File: config.mk
export PLATFORM = sky130hd
export DESIGN_NAME = hash_576_word_packer
export DESIGN_NICKNAME = d
export VERILOG_FILES = /design/src/rtl/hash_576_word_packer.sv
export SDC_FILE = /design/constraint.sdc
export NUM_CORES = 1
export LEC_CHECK = 0
export CAP_MARGIN = 25
export CELL_PAD_IN_SITES_DETAIL_PLACEMENT = 1
export CELL_PAD_IN_SITES_GLOBAL_PLACEMENT = 1
export CORE_MARGIN = 5
export CORE_UTILIZATION = 40
export DETAILED_ROUTE_END_ITERATION = 12
export PLACE_DENSITY_LB_ADDON = 0.1
export SYNTH_ARGS = -nofsm -noshare
export SYNTH_HDL_FRONTEND = slang
export SYNTH_SLANG_ARGS = --single-unit
File: constraint.sdc
create_clock -name clk -period 2.62 [get_ports clk]
set_input_delay 0.262 -clock clk [delete_from_list [all_inputs] [get_ports clk]]
set_output_delay 0.262 -clock clk [all_outputs]
set_load 0.02 [all_outputs]
File: src/rtl/hash_576_word_packer.sv
// Packs 64-bit stream words into 576-bit rate blocks for the hash_576 padder; one word/cycle, +1 OFFER cycle per block.
// Backpressure: s_ready low outside FILL; block held stable while buffer_full=1.
// Optional HASH576_BYTE_SWAP_EN: byte-reverse each word so s_data[7:0] is the first message byte.
module hash_576_word_packer #(
  parameter int DATA_W  = 64,
  parameter int BLOCK_W = 576
) (
  input  logic                 clk,
  input  logic                 reset,
  input  logic                 clear,
  input  logic [DATA_W-1:0]    s_data,
  input  logic                 s_valid,
  input  logic                 s_last,
  input  logic [3:0]           s_bytes,
  output logic                 s_ready,
  output logic [BLOCK_W-1:0]   out_block,
  output logic                 out_ready,
  output logic                 out_last,
  output logic [9:0]           out_byte_num,
  input  logic                 buffer_full,
  output logic                 busy
);

  localparam int WORDS = BLOCK_W / DATA_W;

  typedef enum logic [1:0] {FILL, OFFER, OFFER_EMPTY, DONE} state_t;

  state_t               state_q, state_d;
  logic [3:0]           wcnt_q, wcnt_d;
  logic [BLOCK_W-1:0]   blk_q, blk_d;
  logic                 last_q, last_d;
  logic                 pend_q, pend_d;
  logic [9:0]           bnum_q, bnum_d;

  logic [3:0]           nb;
  logic [DATA_W-1:0]    word;
  logic [6:0]           total;

  always_comb begin
    nb = (s_bytes == 4'd0 || s_bytes > 4'd8) ? 4'd8 : s_bytes;

`ifdef HASH576_BYTE_SWAP_EN
    for (int b = 0; b < 8; b++) begin
      word[8*b +: 8] = s_data[DATA_W-1-8*b -: 8];
    end
`else
    word = s_data;
`endif
    // Once byte order is normalised, valid bytes are always the top nb bytes.
    for (int b = 0; b < 8; b++) begin
      if (s_last && (4'(b) >= nb)) begin
        word[DATA_W-1-8*b -: 8] = 8'h00;
      end
    end

    total = {wcnt_q, 3'b000} + {3'b000, nb};

    state_d = state_q;
    wcnt_d  = wcnt_q;
    blk_d   = blk_q;
    last_d  = last_q;
    pend_d  = pend_q;
    bnum_d  = bnum_q;

    if (clear) begin
      state_d = FILL;
      wcnt_d  = 4'd0;
      blk_d   = '0;
      last_d  = 1'b0;
      pend_d  = 1'b0;
      bnum_d  = 10'd0;
    end else begin
      case (state_q)
        FILL: begin
          if (s_valid) begin
            for (int k = 0; k < WORDS; k++) begin
              if (wcnt_q == 4'(k)) begin
                blk_d[BLOCK_W-1-DATA_W*k -: DATA_W] = word;
              end
            end
            if (s_last) begin
              state_d = OFFER;
              // An exactly full final block still owes the padder an empty last block.
              if (total == 7'(BLOCK_W/8)) begin
                last_d = 1'b0;
                pend_d = 1'b1;
                bnum_d = 10'd0;
              end else begin
                last_d = 1'b1;
                bnum_d = {3'b000, total};
              end
            end else if (wcnt_q == 4'(WORDS-1)) begin
              state_d = OFFER;
              last_d  = 1'b0;
            end else begin
              wcnt_d = wcnt_q + 4'd1;
            end
          end
        end
        OFFER: begin
          if (!buffer_full) begin
            if (last_q) begin
              state_d = DONE;
            end else if (pend_q) begin
              state_d = OFFER_EMPTY;
            end else begin
              state_d = FILL;
              wcnt_d  = 4'd0;
              blk_d   = '0;
            end
          end
        end
        OFFER_EMPTY: begin
          if (!buffer_full) begin
            state_d = DONE;
            pend_d  = 1'b0;
          end
        end
        default: ;
      endcase
    end
  end

  always_ff @(posedge clk or negedge reset) begin
    if (!reset) begin
      state_q <= FILL;
      wcnt_q  <= 4'd0;
      blk_q   <= '0;
      last_q  <= 1'b0;
      pend_q  <= 1'b0;
      bnum_q  <= 10'd0;
    end else begin
      state_q <= state_d;
      wcnt_q  <= wcnt_d;
      blk_q   <= blk_d;
      last_q  <= last_d;
      pend_q  <= pend_d;
      bnum_q  <= bnum_d;
    end
  end

  // Padder requires is_last/byte_num low whenever in_ready is low.
  assign s_ready      = (state_q == FILL);
  assign out_ready    = (state_q == OFFER) || (state_q == OFFER_EMPTY);
  assign out_block    = (state_q == OFFER) ? blk_q : '0;
  assign out_last     = ((state_q == OFFER) && last_q) || (state_q == OFFER_EMPTY);
  assign out_byte_num = ((state_q == OFFER) && last_q) ? bnum_q : 10'd0;
  assign busy         = (state_q != FILL) || (wcnt_q != 4'd0);

endmodule

==> Word level (Yosys, flattened, before mapping) <==
Index checks and enable logic that the tools add are counted.
{ "classes": {"muxes": 60, "magnitude_cmp": 9, "n_reduce_logical": 39, "n_eq_ne": 30, "addsub": 2} }
{ "ops": {"columns": ["cell", "n"], "rows": [
  ["two-way mux 576 bit", 6],
  ["one-hot mux 576 bit (2 select lines)", 1],
  ["two-way mux 64 bit", 9],
  ["two-way mux 8 bit", 8],
  ["AND reduction 6 bit", 9],
  ["two-way mux 10 bit", 5],
  ["two-way mux 4 bit", 8],
  ["!= test 3 x 2 -> 1 bit, second input constant", 10],
  ["!= test 3 bit, second input constant", 8],
  ["equality test 4 x 3 -> 1 bit, second input constant", 4],
  [">= comparator 3 x 4 -> 1 bit, first input constant", 4],
  ["two-way mux 2 bit", 8],
  ["two-way mux 1 bit", 11],
  ["AND reduction 5 bit", 2],
  ["logical AND 1 bit", 9],
  ["nonzero test 3 bit", 3],
  ["equality test 4 x 2 -> 1 bit, second input constant", 2],
  [">= comparator 1 x 4 -> 1 bit, first input constant", 2],
  [">= comparator 2 x 4 -> 1 bit, first input constant", 2],
  ["logical NOT 4 bit", 2],
  ["one-hot mux 4 bit (2 select lines)", 1],
  ["nonzero test 2 bit", 4],
  ["nonzero test 4 bit", 2],
  ["adder 7 x 4 -> 7 bit", 1],
  ["other kinds (15)", 19]
]} }
{ "totals": {"wordCells": 154, "regBits": 594, "output_inout_bits": 590, "inputBits": 74} }

==> Depth between registers and ports, before layout <==
Gate-level depths: netlist of the first run.
{ "depth": {"ltp_word": 10, "mapped_depth": 8, "depth_no_buf": 8} }

==> Worst setup path after synthesis of the first run <==
OpenSTA, ideal clock, no wires.
{ "synth_path": {"kind": "register to register", "start": "register state_q[0]", "end": "register blk_q[387]", "t_required_ps": 2495, "setup_ps": 125, "path_stages_with_launch": 9, "arrival_ps": 2093, "path_slack_ps": 402, "path_buffers": 2, "path_cell_list": "dfrtp_1 inv_1 ha_1 mux2i_1 o21ba_1 buf_6 nor2_8 buf_12 mux2_4"} }
{ "synth_between": {"elab_chain_len": 3, "word_cells_on_any_way": 11, "classes_between": "eq/ne (6); mux (2); reduce/logical (3)"} }
{ "synth_lines": {"columns": ["element", "line_no", "text"], "rows": [
  ["from (decl)", "28", "state_t state_q, state_d;"],
  ["from (signal assigned)", "133", "state_q <= state_d;"],
  ["logical NOT 2 bit (*)", null, null],
  ["via s_ready", "15", "output logic s_ready,"],
  ["!= test 3 x 2 -> 1 bit (no source line) (tied with other cells)", null, null],
  ["AND reduction 6 bit (no source line) or two-way mux 576 bit (tied branches)", null, null],
  ["to (signal assigned)", "135", "blk_q <= blk_d;"],
  ["to (decl)", "30", "logic [BLOCK_W-1:0] blk_q, blk_d;"]
]} }
The timed path passes the listed nets; every way through them passes the cells marked *.
A chain may end at the register's enable or synchronous reset.

==> Worst setup path after layout of the first run <==
{ "layout_path": {"start": "register state_q[1]", "end": "output port out_block[267]"} }
{ "layout_between": {"elab_chain_len": 2} }
{ "layout_lines": {"columns": ["element", "line_no", "text"], "rows": [
  ["equality test 2 x 1 -> 1 bit", "145", "assign out_block = (state_q == OFFER) ? blk_q : '0;"],
  ["two-way mux 576 bit", "145", null],
  ["to (decl)", "16", "output logic [BLOCK_W-1:0] out_block,"]
]} }
Every way passes these cells.

==> metrics list, run 1 <==
- After synthesis, the share of flip-flops with an asynchronous set or reset is 100%.
- Result of the run: complete, no violations
- Sum of net half-perimeters after detailed placement: 68,100 um
- Data arrival, critical path: 2.34 ns
* Mean post-synth cell area: 13.0 um2
- CTS placed an instance of clkbuf_16 at the clock tree root.
- Worst setup margin: 0.0195 ns
- In this run the biggest area consumer among cell types represents 53.2% of the synthesized area.
* Die Wd: 274 um
- P_leak: 19.5 nW
- Count of state elements after synthesis: 591
- Maximum ir drop on the vdd rail: 0.000488 V
* Crit. End Element: output pin
* Core area: 68,700 um2
- Area of the mapped netlist: 27,800 um2
* Sequential share of the synthesized area: 53.2%
- Number of I/O pins: 664
* Dominant cell by count in the synthesized netlist: and2_1
* Fin crit period: 2.60 ns
- Final TNS setup: 0 ns
- Share of layout cells above drive strength 1: 38.5%
- Number of buffers inserted during clock tree synthesis: 68
- In the final layout, flip-flops and latches occupy 14,800 um2.
- Setup repair after global routing could not meet its margin everywhere.
- Yosys mapped a number of flops with a built-in enable equal to 0.
- Relative area change from synthesis to final layout: 33.2%
- Area share of fa/ha/maj cells after synthesis: 0.405%
- Counting along the longest clock path gives a buffer depth of 3.
- Worst clock skew: 0.0204 ns
- The tool flagged a number of max-cap violations equal to 0.
- Sorting the synthesized cells by area gives the leading types as dfrtp_1 53%, mux2_2 15%, and2_1 14%.
* Most frequent cells after synthesis: 616 x and2_1, 591 x dfrtp_1, 382 x mux2_2
- The filler cells instantiated in the layout total 7,060.
* Buf+Inv Stages, Crit Path: 5
- Pin count of the biggest net entering global routing: 88
* Library cell with the largest summed area after synthesis: dfrtp_1
- For the pin with the worst max-slew slack, the measured transition is 0.602 ns.
* Detailed-route vias per instance: 5.04
- For this design, the sink count on the clock tree is 591.
* Pre-CTS setup slack: -0.0755 ns
- 1st-iter DRT viols: 856
* Critical Path RT: 2.36 ns
* Detailed-route wire length per cell: 26.3 um
* DIE HEIGHT: 274 um
- Total of buffers placed on input and output ports: 660
- For this run, design rule violations remaining after detail routing come to 0.
- Area fraction in compound gates after synthesis: 0.968%
- Delay of the slowest cell on the worst path: 0.40 ns
- Ordered cell list for the critical path: inv_2, ha_4, buf_4, buf_4, bufbuf_16, and2_1, clkdlybuf4s15_1
- Global routing consumed, over all layers together, 25.6% of the routing resources.
- Worst path top cell family by delay: buffers and inverters
* Post-detailed-placement cell area: 35,500 um2
* Remaining antenna violation count: 0
- Wire length of the first global-routing pass: 144,000 um
- Yosys Warn Count: 0
* Total via count in the routed design: 19,000
- Area used by multi-input combinational logic: 11,800 um2
* Row cnt: 96
* Worst path most repeated cell: buf_4
- CTS tree: done
* Nature of the critical path startpoint: flop
- Weighted congestion reported at the end of routability-driven placement: 0.824
- The worst setup path is of the flop to output pin kind.
- Final setup fails: 0
- Clock-pin slew was measured on the worst setup and hold paths at 0.06 ns.
- Hold slack final: 0.200 ns
* Number of H-tree levels: 3
- Class of the tightest hold or removal check: input port to async pin
* Simple-Gate Fraction of Synth Area: 16.1%
- Overflow left after global routing: 0
- Fraction of synthesized area in multiplexers: 24.4%
* Clock network latency to the later pin of the worst-skew pair: 0.61 ns
- Largest fanout on the critical path: 33
- Utilization after layout: 53.9%
- Gate Count Post-Synth: 2,143
* Cell with the largest stage delay on the worst path: dfrtp_1
- The final critical path takes up 99.3% of the cycle.
* Synth unique cells: 52
- After detailed routing, the total wire length is 99,000 um.
* Fmax: 385 MHz
- The via count of the first global-routing pass is 21,500.
* Cell area power density: 777 nW/um2
- Headroom to the max-slew limit came out at 59.9%.
* Initial Utilization: 40.4%
- By area, the combinational part of the netlist is dominated by multiplexers.
* First drt pass iteration count: 4
* Xor and xnor area share after synthesis: 0.0946%
* Layout Nets: 2,870
* Commonest register cell after synthesis: dfrtp_1
- Summed area of non-filler cells in the final layout: 37,000 um2
* Final Hold Vio Count: 0
- Max-slew violation count: 0
* Overall die area: 74,800 um2
- The initial antenna violation count came to 10.
-- report_power, final --
group | internal, mW | switching [mW]
logic | 3.42 | 3.82
registers | 10.9 | 0.886
clock network | 5.82 | 3.88
-- layout make-up --
type	instances	area share [%]
Clock inverter	20	0.713
Inverter	8	0.0811
Sequential cell	591	40.0
Clock buffer	97	5.41
Antenna cell	4	0.0270
Timing Repair Buffer	770	18.8
Multi-Input combinational cell	1348	31.8
Tap cell	931	3.15
-- cells by family after synthesis --
kind of cell,Yosys count
buffers and inverters,206
xor gates and xnor gates,3
AOI/OAI and AO/OA,40
adders and majority gates,9
DFF,591
muxes,583
other,1
and+or+nand+nor,710
-- cell usage in the layout (no fill, tap or decap), types with 7 or more instances in the layout --
cell type        count
mux2_2             382
buf_2               55
buf_16               8
ha_1                 8
clkbuf_8            15
clkbuf_16           76
and2_2              23
dlygate4sd2_1      143
dfrtp_1            590
clkbuf_2           223
o21ai_0              7
buf_12              45
nand3_1              8
clkdlybuf4s15_2     88
and3_1              32
clkdlybuf4s15_1     27
mux2_1             137
inv_1                7
clkbuf_1            12
buf_4               50
and2_1             581
clkdlybuf4s50_1     73
mux2_4              60
a21oi_1             12
dlymetal6s2s_1      40
nor2_1              12
and2_4              12
-- worst reg2reg max path, cell delays in order (launching register included) --
cell	delay (ns)
dfrtp_2	0.45
ha_4	0.22
buf_4	0.15
buf_12	0.14
bufbuf_16	0.29
or2_4	0.30
a21oi_2	0.26
buf_12	0.17
and2_2	0.29
mux2_2	0.20
-- registers in the layout, summed over array words and instances (netlist names) --
register / flops
blk_q: 576
bnum_q: 7
wcnt_q: 4
state_q: 2
last_q: 1
pend_q: 1
-- metal layers --
metal	track usage (%)	vias to the layer above	share of wire (%)
li1	-	8372	-
met1	30.9	9941	40
met2	43.8	500	50
met3	7.08	172	6.1
met4	9.39	12	3.9
met5	0	-	0.068
-- final timing paths --
| path | from | to | slack, ns | cells after the start |
|---|---|---|---|---|
| worst max-delay path | state_q[1]$_DFFE_PN0P_ | out_block[267] | 0.02 | 7 |
| worst min-delay path | reset | blk_q[74]$_DFFE_PN0P_ | 0.20 | 2 |
| worst max register to register | state_q[0]$_DFFE_PN0P_ | blk_q[385]$_DFFE_PN0P_ | 0.09 | 9 |
| worst min register to register | blk_q[573]$_DFFE_PN0P_ | blk_q[573]$_DFFE_PN0P_ | 0.48 | 1 |
| max in group asynchronous | reset | blk_q[225]$_DFFE_PN0P_ | 1.39 | 4 |
| min in group clk | blk_q[573]$_DFFE_PN0P_ | blk_q[573]$_DFFE_PN0P_ | 0.48 | 1 |
-- per-stage QoR --
stage	power (mW)	cells
after floorplan	16.2	2145
after global placement	18.9	3620
after detailed placement	19.2	3620
after CTS	28.9	3751
after global routing	30.1	3768
final	28.7	3769
-- what timing repair did --
action                                 4_1_cts  5_1_grt
pin swaps                                    0        1
endpoints found under the hold margin       48        0
gates cloned                                 5        6
gates resized for setup                    968      553
setup endpoints to repair                  584      607
hold buffers                                 1        0
buffers inserted                             8        8
Power figures use the tool's default switching activity.
==> run 2: changes to the inputs <==
GPL_TIMING_DRIVEN = 0   (was not set)
clock period = 2.4 ns   (was 2.62 ns; I/O delays follow)
==> metrics list, run 2 (same netlist as run 1, synthesis figures left out) <==
* Fin crit period: 2.51 ns
* Overall die area: 74,800 um2 (unchanged)
- The final-report setup violation count is 762 (+762).
- The maximum number of pins on one net before global-route repair is 117 (+33%).
* Number of buffers inserted during clock tree synthesis: 69 (+1.5%)
- Final cycle utilization of the critical path: 105%
- R2r worst-path depth: 10 (+1)
- Die Wd: 274 um (unchanged)
- The initial core utilization came to 40.4% (unchanged).
- Overflow left after global routing: 0 (unchanged)
* Tightest slew margin relative to the limit: 54.8% (-5.1 points)
- The worst setup slack after layout was -0.112 ns (-0.131 ns).
- The flow ran to the end, but the final reports show violations.
* Max-slew violation count: 0 (unchanged)
- The number of sinks driven by the clock tree was 591 (unchanged).
* Pre-CTS setup slack: -1.27 ns (-1.19 ns)
- The largest registers in the layout are blk_q: 576 flops, bnum_q: 7 flops, wcnt_q: 4 flops.
* Worst clock skew: 0.0292 ns (+0.00885 ns)
- Final WL: 107,000 um (+8.0%)
- Setup repair after global routing could not meet its margin everywhere.
* 1st-iter DRT viols: 931 (+8.8%)
- Slew at the pin closest to its max-slew limit: 0.678 ns (+0.0758 ns)
- First drt pass iteration count: 6 (+2)
* Largest register FFs: 576 (unchanged)
* Critical Path RT: 2.16 ns (-0.20 ns)
* Overall track demand over capacity in global routing: 27.1% (+1.5 points)
* Relative area change from synthesis to final layout: 39.6%
- Ranked by flip-flop count, first place goes to blk_q.
- The sum of negative setup slack was -27.28 ns (-27.28 ns).
- The first-pass GRT wire length is 151,000 um (+4.4%).
* Cell area power density: 831 nW/um2 (+7.0%)
- The via count of the first global-routing pass was 21,500 (+0.39%).
- Cell at the root of the clock tree: clkbuf_16
* Highest-count cells in the layout ignoring fill and taps: 590 x dfrtp_1, 435 x and2_1, 382 x mux2_2
- The boundary pin count came to 664 (unchanged).
- Detailed-route vias per instance: 5.04 (about the same)
- The critical path in this run is classified as flop to output pin.
- The worst setup path is captured at an output pin.
* CTS tree: done
- Drt drc: 0 (unchanged)
- The total number of vias is 19,700 (+3.6%).
- Area used by multi-input combinational logic: 12,300 um2 (+4.2%)
- Worst reg2reg endpoint: blk_q[304]$_DFFE_PN0P_
- Weighted congestion reported at the end of routability-driven placement: 0.829 (+0.56%)
* Sum of net half-perimeters after detailed placement: 76,400 um (+12%)
- The static leakage was 19.8 nW (+1.6%).
- The storage element area came to 14,800 um2 (unchanged).
* Largest fanout on the critical path: 6 (-82%)
- Detailed-route wire length per cell: 27.4 um (+4.2%)
- The worst supply voltage drop on vdd is 0.000457 V (-6.4%).
* FF-to-FF Start: state_q[1]$_DFFE_PN0P_
- Final-layout fill cell count: 6,914 (-2.1%)
- Violations in the final reports: negative setup slack
* Clock network latency to the later pin of the worst-skew pair: 0.60 ns (about the same)
- The path class of the tightest hold or removal check is input port to async pin.
* Remaining antenna violation count: 0 (unchanged)
- The number of rows created at floorplan came to 96 (unchanged).
- Hold slack final: 0.196 ns (-0.00427 ns)
- The final count of hold timing violations came to 0 (unchanged).
- The quantity of I/O buffers inserted on ports came to 660 (unchanged).
- Maximum clock path buffer count: 3 (unchanged)
* Share of layout cells above drive strength 1: 53.1% (+15 points)
* Core area: 68,700 um2 (unchanged)
- Number of H-tree levels: 3 (unchanged)
- The reg2reg setup slack was -0.11 ns (-0.20 ns).
- The net count of the finished layout came to 3,009 (+4.8%).
- Clock transition at the register clock pins on the worst setup and hold paths after CTS: 0.06 ns (about the same)
* Fmax: 398 MHz
- Max Cap Violations: 0 (unchanged)
* Initial antenna violation count: 9 (-1)
- The worst path arrival time was 2.27 ns (-0.07 ns).
- Nature of the critical path startpoint: flop
- The die height is 274 um (unchanged).
- The library cell used most frequently in the layout, excluding fill and tap cells, is dfrtp_1.
## run 2: area by class of cell
class                           instances  share of cell area, %
Timing Repair Buffer                  732                   16.5
Inverter                                8                 0.0774
Clock inverter                         12                  0.365
Clock buffer                          105                   5.27
Buffer                                176                   5.01
Tap cell                              931                   3.00
Antenna cell                            3                 0.0194
Sequential cell                       591                   38.1
Multi-Input combinational cell       1348                   31.7
## run 2: worst max-delay path: stages, from the launching register on
cell and delay [ns]:
dfrtp_1 0.40, inv_2 0.09, ha_4 0.19, clkbuf_16 0.18
clkbuf_16 0.18, buf_16 0.17, clkbuf_16 0.16, and2_4 0.17
buf_6 0.12
## run 2: how the worst max path moves through the flow
stage	to	slack, ns	depth (start not counted)	start
after floorplan	blk_q[387]$_DFFE_PN0P_	0.18	8	state_q[0]$_DFFE_PN0P_
after global placement	blk_q[48]$_DFFE_PN0P_	-25.25	1	reset
after detailed placement	out_block[266]	-1.27	8	state_q[1]$_DFFE_PN0P_
after CTS	out_block[22]	-0.20	7	state_q[1]$_DFFE_PN0P_
after global routing	blk_q[304]$_DFFE_PN0P_	-0.17	10	state_q[1]$_DFFE_PN0P_
final	out_block[266]	-0.11	8	state_q[1]$_DFFE_PN0P_
## run 2: report_power, final
part	internal (mW)	switching, mW	leakage [nW]
registers	11.9	1.01	7.80
logic	4.47	4.51	10.9
clock network	6.17	4.18	1.07
total	22.5	9.69	19.8
## run 2: stage by stage
| step | util [%] | total power, mW | std cells | instance area (um2) |
|---|---|---|---|---|
| finish | 56.5 | 32.2 | 3906 | 38800 |
| global placement | 51.8 | 20.8 | 3736 | 35600 |
| detailed placement | 52.0 | 21.2 | 3745 | 35800 |
| global route | 56.4 | 33.6 | 3905 | 38800 |
| CTS | 55.5 | 31.7 | 3868 | 38100 |
| floorplan | - | 17.7 | 2145 | 27800 |
## run 2: what timing repair did
| item | CTS | global route |
|---|---|---|
| endpoints found under the hold margin | 53 | 0 |
| setup endpoints to repair | 1165 | 1158 |
| hold buffers | 1 | 0 |
| gates cloned | 4 | 14 |
| pin swaps | 2 | 9 |
| gates resized for setup | 2041 | 1307 |
| setup buffers | 8 | 36 |
## run 2: routing by layer
metal,vias up,track usage [%],wire [um]
li1,8686,-,-
met1,10300,32.5,42400
met2,507,47.6,54700
met3,166,7.27,6050
met4,12,8.77,3770
met5,-,0,83
